==> config.mk <==
export PLATFORM = sky130hd
export DESIGN_NAME = arranque_secuenciador_flat
export DESIGN_NICKNAME = d
export VERILOG_FILES = /design/src/rtl/arranque_if.sv /design/src/rtl/arranque_secuenciador.sv /design/src/flat_wrapper.sv
export SDC_FILE = /design/constraint.sdc
export NUM_CORES = 1
export LEC_CHECK = 0
export BUFFER_PORTS_ARGS = -buffer_cell sky130_fd_sc_hd__clkbuf_2
export CORE_MARGIN = 4
export CORE_UTILIZATION = 42
export DETAILED_ROUTE_END_ITERATION = 7
export GPL_TIMING_DRIVEN = 0
export HOLD_SLACK_MARGIN = 0.03
export PLACE_DENSITY = 0.62
export SLEW_MARGIN = 40
export SYNTH_ARGS = -nofsm -noshare
export SYNTH_HDL_FRONTEND = slang
export SYNTH_SLANG_ARGS = --single-unit
==> constraint.sdc <==
create_clock -name clk -period 1.75 [get_ports clk]
set_input_delay 0 -clock clk [delete_from_list [all_inputs] [get_ports clk]]
set_output_delay 0 -clock clk [all_outputs]
set_load 0.05 [all_outputs]
==> src/rtl/arranque_if.sv <==
// Command/status bundle for the soft-start sequencer.
//   master : issues start/stop/rapido/lento and observes the stage enables and status.
//   slave  : the sequencer itself.
// Signals: start, stop, rapido, lento (commands); out_30, out_50, out_100 (one-hot stage
// enables); busy, done, state_o[2:0] (status).
interface arranque_if;
    logic       start;
    logic       stop;
    logic       rapido;
    logic       lento;
    logic       out_30;
    logic       out_50;
    logic       out_100;
    logic       busy;
    logic       done;
    logic [2:0] state_o;

    modport master (
        output start, stop, rapido, lento,
        input  out_30, out_50, out_100, busy, done, state_o
    );

    modport slave (
        input  start, stop, rapido, lento,
        output out_30, out_50, out_100, busy, done, state_o
    );
endinterface

==> src/rtl/arranque_secuenciador.sv <==
// Motor soft-start sequencer: ramps 30% -> 50% -> 100% with one-hot stage enables,
// using an internal tick prescaler so it runs straight off the board clock.
// Ports:
//   clk    : system clock
//   reset  : synchronous reset, active-high
//   bus    : arranque_if.slave (start/stop/rapido/lento in; out_30/out_50/out_100,
//            busy, done, state_o out; all outputs registered)
// Parameters: PRESCALE (clk cycles per tick), DWELL_FAST / DWELL_SLOW (ticks per stage).
// Optional feature: define ARRANQUE_RAMP_DOWN_EN to ramp down through 50% and 30% on stop
// instead of dropping straight to idle.
module arranque_secuenciador #(
    parameter int unsigned PRESCALE   = 100000000,
    parameter int unsigned DWELL_FAST = 2,
    parameter int unsigned DWELL_SLOW = 5
) (
    input  logic       clk,
    input  logic       reset,
    arranque_if.slave  bus
);

    localparam int unsigned DWELL_MAX = (DWELL_FAST > DWELL_SLOW) ? DWELL_FAST : DWELL_SLOW;
    localparam int unsigned PW        = (PRESCALE  > 1) ? $clog2(PRESCALE)  : 1;
    localparam int unsigned DW        = (DWELL_MAX > 1) ? $clog2(DWELL_MAX) : 1;

    localparam logic [PW-1:0] PRE_LAST  = PW'(PRESCALE - 1);
    localparam logic [DW-1:0] FAST_LAST = DW'(DWELL_FAST - 1);
    localparam logic [DW-1:0] SLOW_LAST = DW'(DWELL_SLOW - 1);

    typedef enum logic [2:0] {
        IDLE = 3'd0,
        S30  = 3'd1,
        S50  = 3'd2,
        S100 = 3'd3,
        DN50 = 3'd4,
        DN30 = 3'd5
    } state_t;

    state_t        state;
    state_t        state_nxt;
    logic [PW-1:0] pre;
    logic [DW-1:0] dwell;
    logic          mode_slow;
    logic [DW-1:0] dwell_last;
    logic          tick_c;
    logic          dwell_end_c;

    // Tick and dwell-expiry detection; ramp-down stages always use the fast dwell.
    always_comb begin
        dwell_last  = mode_slow ? SLOW_LAST : FAST_LAST;
        if (state == DN50 || state == DN30) begin
            dwell_last = FAST_LAST;
        end
        tick_c      = (state != IDLE) && (pre == PRE_LAST);
        dwell_end_c = tick_c && (dwell == dwell_last);
    end

    // Next-state decode; stop outranks both start and a same-cycle dwell advance.
    always_comb begin
        state_nxt = state;
        case (state)
            IDLE: begin
                if (bus.start && !bus.stop && (bus.rapido ^ bus.lento)) begin
                    state_nxt = S30;
                end
            end
            S30: begin
                if (bus.stop) begin
`ifdef ARRANQUE_RAMP_DOWN_EN
                    state_nxt = DN30;
`else
                    state_nxt = IDLE;
`endif
                end else if (dwell_end_c) begin
                    state_nxt = S50;
                end
            end
            S50: begin
                if (bus.stop) begin
`ifdef ARRANQUE_RAMP_DOWN_EN
                    state_nxt = DN50;
`else
                    state_nxt = IDLE;
`endif
                end else if (dwell_end_c) begin
                    state_nxt = S100;
                end
            end
            S100: begin
                if (bus.stop) begin
`ifdef ARRANQUE_RAMP_DOWN_EN
                    state_nxt = DN50;
`else
                    state_nxt = IDLE;
`endif
                end
            end
`ifdef ARRANQUE_RAMP_DOWN_EN
            DN50: begin
                if (dwell_end_c) begin
                    state_nxt = DN30;
                end
            end
            DN30: begin
                if (dwell_end_c) begin
                    state_nxt = IDLE;
                end
            end
`endif
            default: state_nxt = IDLE;
        endcase
    end

    // State, counters, latched mode and registered outputs (decoded from the next state
    // so the enables change on the same edge as the state).
    always_ff @(posedge clk) begin
        if (reset) begin
            state       <= IDLE;
            pre         <= '0;
            dwell       <= '0;
            mode_slow   <= 1'b0;
            bus.out_30  <= 1'b0;
            bus.out_50  <= 1'b0;
            bus.out_100 <= 1'b0;
            bus.busy    <= 1'b0;
            bus.done    <= 1'b0;
            bus.state_o <= 3'd0;
        end else begin
            state <= state_nxt;

            if (state_nxt != state) begin
                pre   <= '0;
                dwell <= '0;
            end else if (state != IDLE) begin
                if (tick_c) begin
                    pre <= '0;
                    // S100 is untimed; holding dwell there keeps it in range.
                    if (state != S100) begin
                        dwell <= dwell + DW'(1);
                    end
                end else begin
                    pre <= pre + PW'(1);
                end
            end

            if (state == IDLE && state_nxt == S30) begin
                mode_slow <= bus.lento;
            end

            bus.out_30  <= (state_nxt == S30) || (state_nxt == DN30);
            bus.out_50  <= (state_nxt == S50) || (state_nxt == DN50);
            bus.out_100 <= (state_nxt == S100);
            bus.busy    <= (state_nxt != IDLE);
            bus.done    <= (state != IDLE) && (state_nxt == IDLE);
            bus.state_o <= state_nxt;
        end
    end

endmodule

==> src/flat_wrapper.sv <==
// flat-port wrapper written by rule: the top's interface ports become plain ports
module arranque_secuenciador_flat 
#(
    parameter int unsigned PRESCALE   = 100000000,
    parameter int unsigned DWELL_FAST = 2,
    parameter int unsigned DWELL_SLOW = 5
)
  (clk, reset, bus_start, bus_stop, bus_rapido, bus_lento, bus_out_30, bus_out_50, bus_out_100, bus_busy, bus_done, bus_state_o);
  arranque_if bus_i ();
  input  logic clk;
  input  logic reset;
  input wire logic [$bits(bus_i.start)-1:0] bus_start;
  input wire logic [$bits(bus_i.stop)-1:0] bus_stop;
  input wire logic [$bits(bus_i.rapido)-1:0] bus_rapido;
  input wire logic [$bits(bus_i.lento)-1:0] bus_lento;
  output wire logic [$bits(bus_i.out_30)-1:0] bus_out_30;
  output wire logic [$bits(bus_i.out_50)-1:0] bus_out_50;
  output wire logic [$bits(bus_i.out_100)-1:0] bus_out_100;
  output wire logic [$bits(bus_i.busy)-1:0] bus_busy;
  output wire logic [$bits(bus_i.done)-1:0] bus_done;
  output wire logic [$bits(bus_i.state_o)-1:0] bus_state_o;
  assign bus_i.start = bus_start;
  assign bus_i.stop = bus_stop;
  assign bus_i.rapido = bus_rapido;
  assign bus_i.lento = bus_lento;
  assign bus_out_30 = bus_i.out_30;
  assign bus_out_50 = bus_i.out_50;
  assign bus_out_100 = bus_i.out_100;
  assign bus_busy = bus_i.busy;
  assign bus_done = bus_i.done;
  assign bus_state_o = bus_i.state_o;
  arranque_secuenciador #(.PRESCALE(PRESCALE), .DWELL_FAST(DWELL_FAST), .DWELL_SLOW(DWELL_SLOW)) u_core (.clk(clk), .reset(reset), .bus(bus_i));
endmodule
==> results.sh <==
export IMPL_status="finished, violations left"
export IMPL_violations="setup timing"
export IMPL_clock_sinks=39
export IMPL_wl_met3_um=227
export IMPL_drc=0
export IMPL_hp_start="bus_start"
export IMPL_dp_cells=286
export IMPL_synthToLayoutAreaGrowth_pct=33.8
export IMPL_dr_pass1_iters=4
export IMPL_grt_first_pass_wirelength_mm=7.67
export IMPL_wl_met1_mm=2.15
export IMPL_setup_tns_ps=-4630
export IMPL_dr_first_iter_drc_count=106
export IMPL_cp_start_kind="flip-flop"
export IMPL_r2r_end="u_core.pre[3]$_SDFFE_PP0N_"
export IMPL_synth_fa_ha_area_frac=0.0129
export IMPL_finClkSkew_ps=5.34
export IMPL_fmax_mhz=515
export IMPL_synth_top_family_by_area="simple AND/OR/NAND/NOR gates"
export IMPL_drtAntennaViolNets=0
export IMPL_ys_warn_count=0
export IMPL_worstSkewPairLatency_ps=300
export IMPL_fp_coreArea_um2=4410
export IMPL_syn_nets=229
export IMPL_slew_viol_final=0
export IMPL_worstSetupPathType="flip-flop to flip-flop"
export IMPL_period_share=1.11
export IMPL_grt_pass1_vias=1582
export IMPL_vdd_drop_max_uv=350
export IMPL_synthesis_area_um2=1940
export IMPL_port_buffers=13
export IMPL_holdPathEnd="u_core.bus.out_30$_SDFF_PP0_"
export IMPL_synth_compound_area_share=0.0813
export IMPL_max_cap_violations=0
export IMPL_die_h_um=75.9
export IMPL_final_cells=317
export IMPL_htreeDepth=2
export IMPL_avgSynthCellArea_um2=8.77
export IMPL_grtUsageTotal=0.163
export IMPL_setup_viol=35
export IMPL_crit_path_max_fanout=5
export IMPL_r2r_start="u_core.pre[8]$_SDFFE_PP0N_"
export IMPL_hold_viol_final=0
export IMPL_via_per_inst=5.29
export IMPL_cts_max_path_buffers=2
export IMPL_synth_xor_area_frac=0.113
export IMPL_worstPathRequired_ps=1940
export IMPL_drive_gt1_frac=0.328
export IMPL_min_period_ps=1940
export IMPL_cts_buffers=5
export IMPL_cellPowerDensity_nw_per_um2=652
export IMPL_worstPathArrival_ps=2140
export IMPL_grt_max_degree=12
export IMPL_synth_seq_area_share=0.403
export IMPL_power_leakage_nw=0.944
export IMPL_routabilityCongestion=0.791
export IMPL_muxShareOfSynthArea=0.0103
export IMPL_highest_layer="met4"
export IMPL_cts_tree="built"
export IMPL_clockRootBuffer="clkbuf_8"
export IMPL_r2r_cells=8
export IMPL_grt_overflow=0
export IMPL_ioPinCount=14
export IMPL_path_clk_slew_ps=80
export IMPL_fin_nets=272
export IMPL_antenna_found_initial=0
export IMPL_diodes=0
export IMPL_die_area_um2=5770
export IMPL_rsz0062_at_grt="true"
export IMPL_wl_met2_mm=1.93
export IMPL_initial_core_util=0.439
export IMPL_hp_class="input pin to flip-flop"
export IMPL_netlist_cell_type_count=46
export IMPL_dp_hpwl_mm=2.74
export IMPL_die_w_um=75.9
export IMPL_core_rowCount=24
export IMPL_routed_wirelength_mm=4.36
export IMPL_hold_depth=3
export IMPL_endpoint_kind="flip-flop"
export IMPL_r2r_slack_ps=-190
export IMPL_vias=1677
export IMPL_ys_ff_latch=39
export IMPL_netlist_instances=221
export IMPL_yosys_area_share_simple=0.346
export IMPL_setup_slack_ps=-191
export IMPL_wire_per_inst_um=13.8
==> power by group <==
part           internal (mW)  switching (mW)  leakage, nW
registers              0.887         0.00390        0.321
clock network          0.360           0.316       0.0515
logic                 0.0587          0.0642        0.572
total                   1.31           0.384        0.944
==> layer usage <==
metal,GRT usage,up-vias
met2,0.240,33
met3,0.0474,7
met1,0.229,776
met5,0,-
met4,0.0480,0
li1,-,861
==> through the flow <==
stage	hold WS [ps]	instance area (µm²)	setup slack (ps)	total power, mW	util
global route	142	2590	-260	1.75	0.588
CTS	98.7	2500	-206	1.71	0.566
finish	108	2590	-191	1.69	0.588
floorplan	69.1	1990	-86.4	0.970	-
detailed placement	222	2120	-347	0.994	0.480
global placement	228	2120	-338	0.994	0.480
==> cells in the final DEF (no fill, tap or decap), types with 5 or more instances in the layout <==
master     n
clkbuf_2  14
buf_6      5
nand2_1   15
a21oi_1    6
nor2_1    31
nand3_1   15
inv_1      5
clkbuf_8   7
dfxtp_2    6
nor4_4     5
or3_1      5
nand4_1    8
dfxtp_1   29
buf_4     15
xor2_1    21
==> synthesized netlist by cell type (all sizes together) <==
| library cell | instances | area (µm²) |
|---|---|---|
| and4b | 1 | 10.0 |
| nand2 | 17 | 66.3 |
| inv | 5 | 18.8 |
| ha | 2 | 25.0 |
| xnor2 | 4 | 35.0 |
| or2 | 2 | 12.5 |
| dfxtp | 39 | 781 |
| clkbuf | 1 | 5.00 |
| buf | 6 | 37.5 |
| or3 | 5 | 31.3 |
| and3 | 2 | 12.5 |
| nand2b | 4 | 25.0 |
| o21bai | 1 | 7.51 |
| xor2 | 21 | 184 |
| nor3 | 7 | 51.3 |
| a21oi | 8 | 40.0 |
| o21ai | 3 | 26.3 |
| o2111ai | 1 | 26.3 |
| or3b | 1 | 8.76 |
| nand3b | 1 | 7.51 |
| nor2 | 36 | 135 |
| or4 | 2 | 18.8 |
| nand4 | 9 | 62.6 |
| nand3 | 19 | 95.1 |
| a31oi | 3 | 18.8 |
| o311ai | 1 | 8.76 |
| nor4 | 8 | 92.6 |
| mux2i | 2 | 20.0 |
| and2 | 1 | 6.26 |
| nand4b | 3 | 26.3 |
| a211oi | 2 | 15.0 |
| o21a | 2 | 15.0 |
| and3b | 1 | 8.76 |
| conb | 1 | 3.75 |
==> flip-flops by register name, indices dropped and copies added, names as in the netlist <==
| name | cells |
|---|---|
| u_core.bus.done | 1 |
| u_core.bus.state_o | 3 |
| u_core.bus.out_30 | 1 |
| u_core.bus.out_50 | 1 |
| u_core.mode_slow | 1 |
| u_core.dwell | 3 |
| u_core.bus.busy | 1 |
| u_core.bus.out_100 | 1 |
| u_core.pre | 27 |
==> layout make-up <==
type                       instances  area, µm²
multi-input combinational        170       1250
fill                             394       1820
clock buffer                       8        100
buffer                             7       65.1
sequential                        39        803
tap                               52       65.1
inverter                           5       18.8
timing repair buffer              36        293
==> worst max-delay path by stage <==
stage                                     startpoint                     endpoint  cells after the start
after floorplan           u_core.pre[8]$_SDFFE_PP0N_   u_core.pre[8]$_SDFFE_PP0N_                      6
after global placement    u_core.pre[0]$_SDFFE_PP0N_   u_core.pre[8]$_SDFFE_PP0N_                      7
after detailed placement  u_core.pre[0]$_SDFFE_PP0N_   u_core.pre[8]$_SDFFE_PP0N_                      7
after CTS                 u_core.pre[8]$_SDFFE_PP0N_  u_core.pre[10]$_SDFFE_PP0N_                      7
after global routing      u_core.pre[0]$_SDFFE_PP0N_  u_core.pre[10]$_SDFFE_PP0N_                      7
final                     u_core.pre[8]$_SDFFE_PP0N_   u_core.pre[3]$_SDFFE_PP0N_                      8
==> critical path, cell delays in order, from the launching register on <==
cell       delay [ps]
dfxtp_4           350
or4_4             530
nor4_4            150
buf_4             170
buf_4             130
nand3_4            90
nand2_4           120
bufbuf_16         260
nor2_1             40
==> logic make-up (layout without fill, tap and decap cells) <==
family / after synthesis / in the layout
simple gates: 119 / 119
flops: 39 / 39
xor+xnor: 25 / 25
compound gates: 21 / 21
buf+inv: 12 / 56
fa+ha+maj: 2 / 2
mux: 2 / 2
other cells: 1 / 1
==> what timing repair did <==
action	4_1_cts	5_1_grt
buffers inserted	16	1
pin swaps	13	8
endpoints found under the hold margin	3	0
hold buffers	4	0
endpoints found under the setup margin	35	35
gates resized for setup	16	20
cloned	2	0
(Power assumes the default switching activity.)
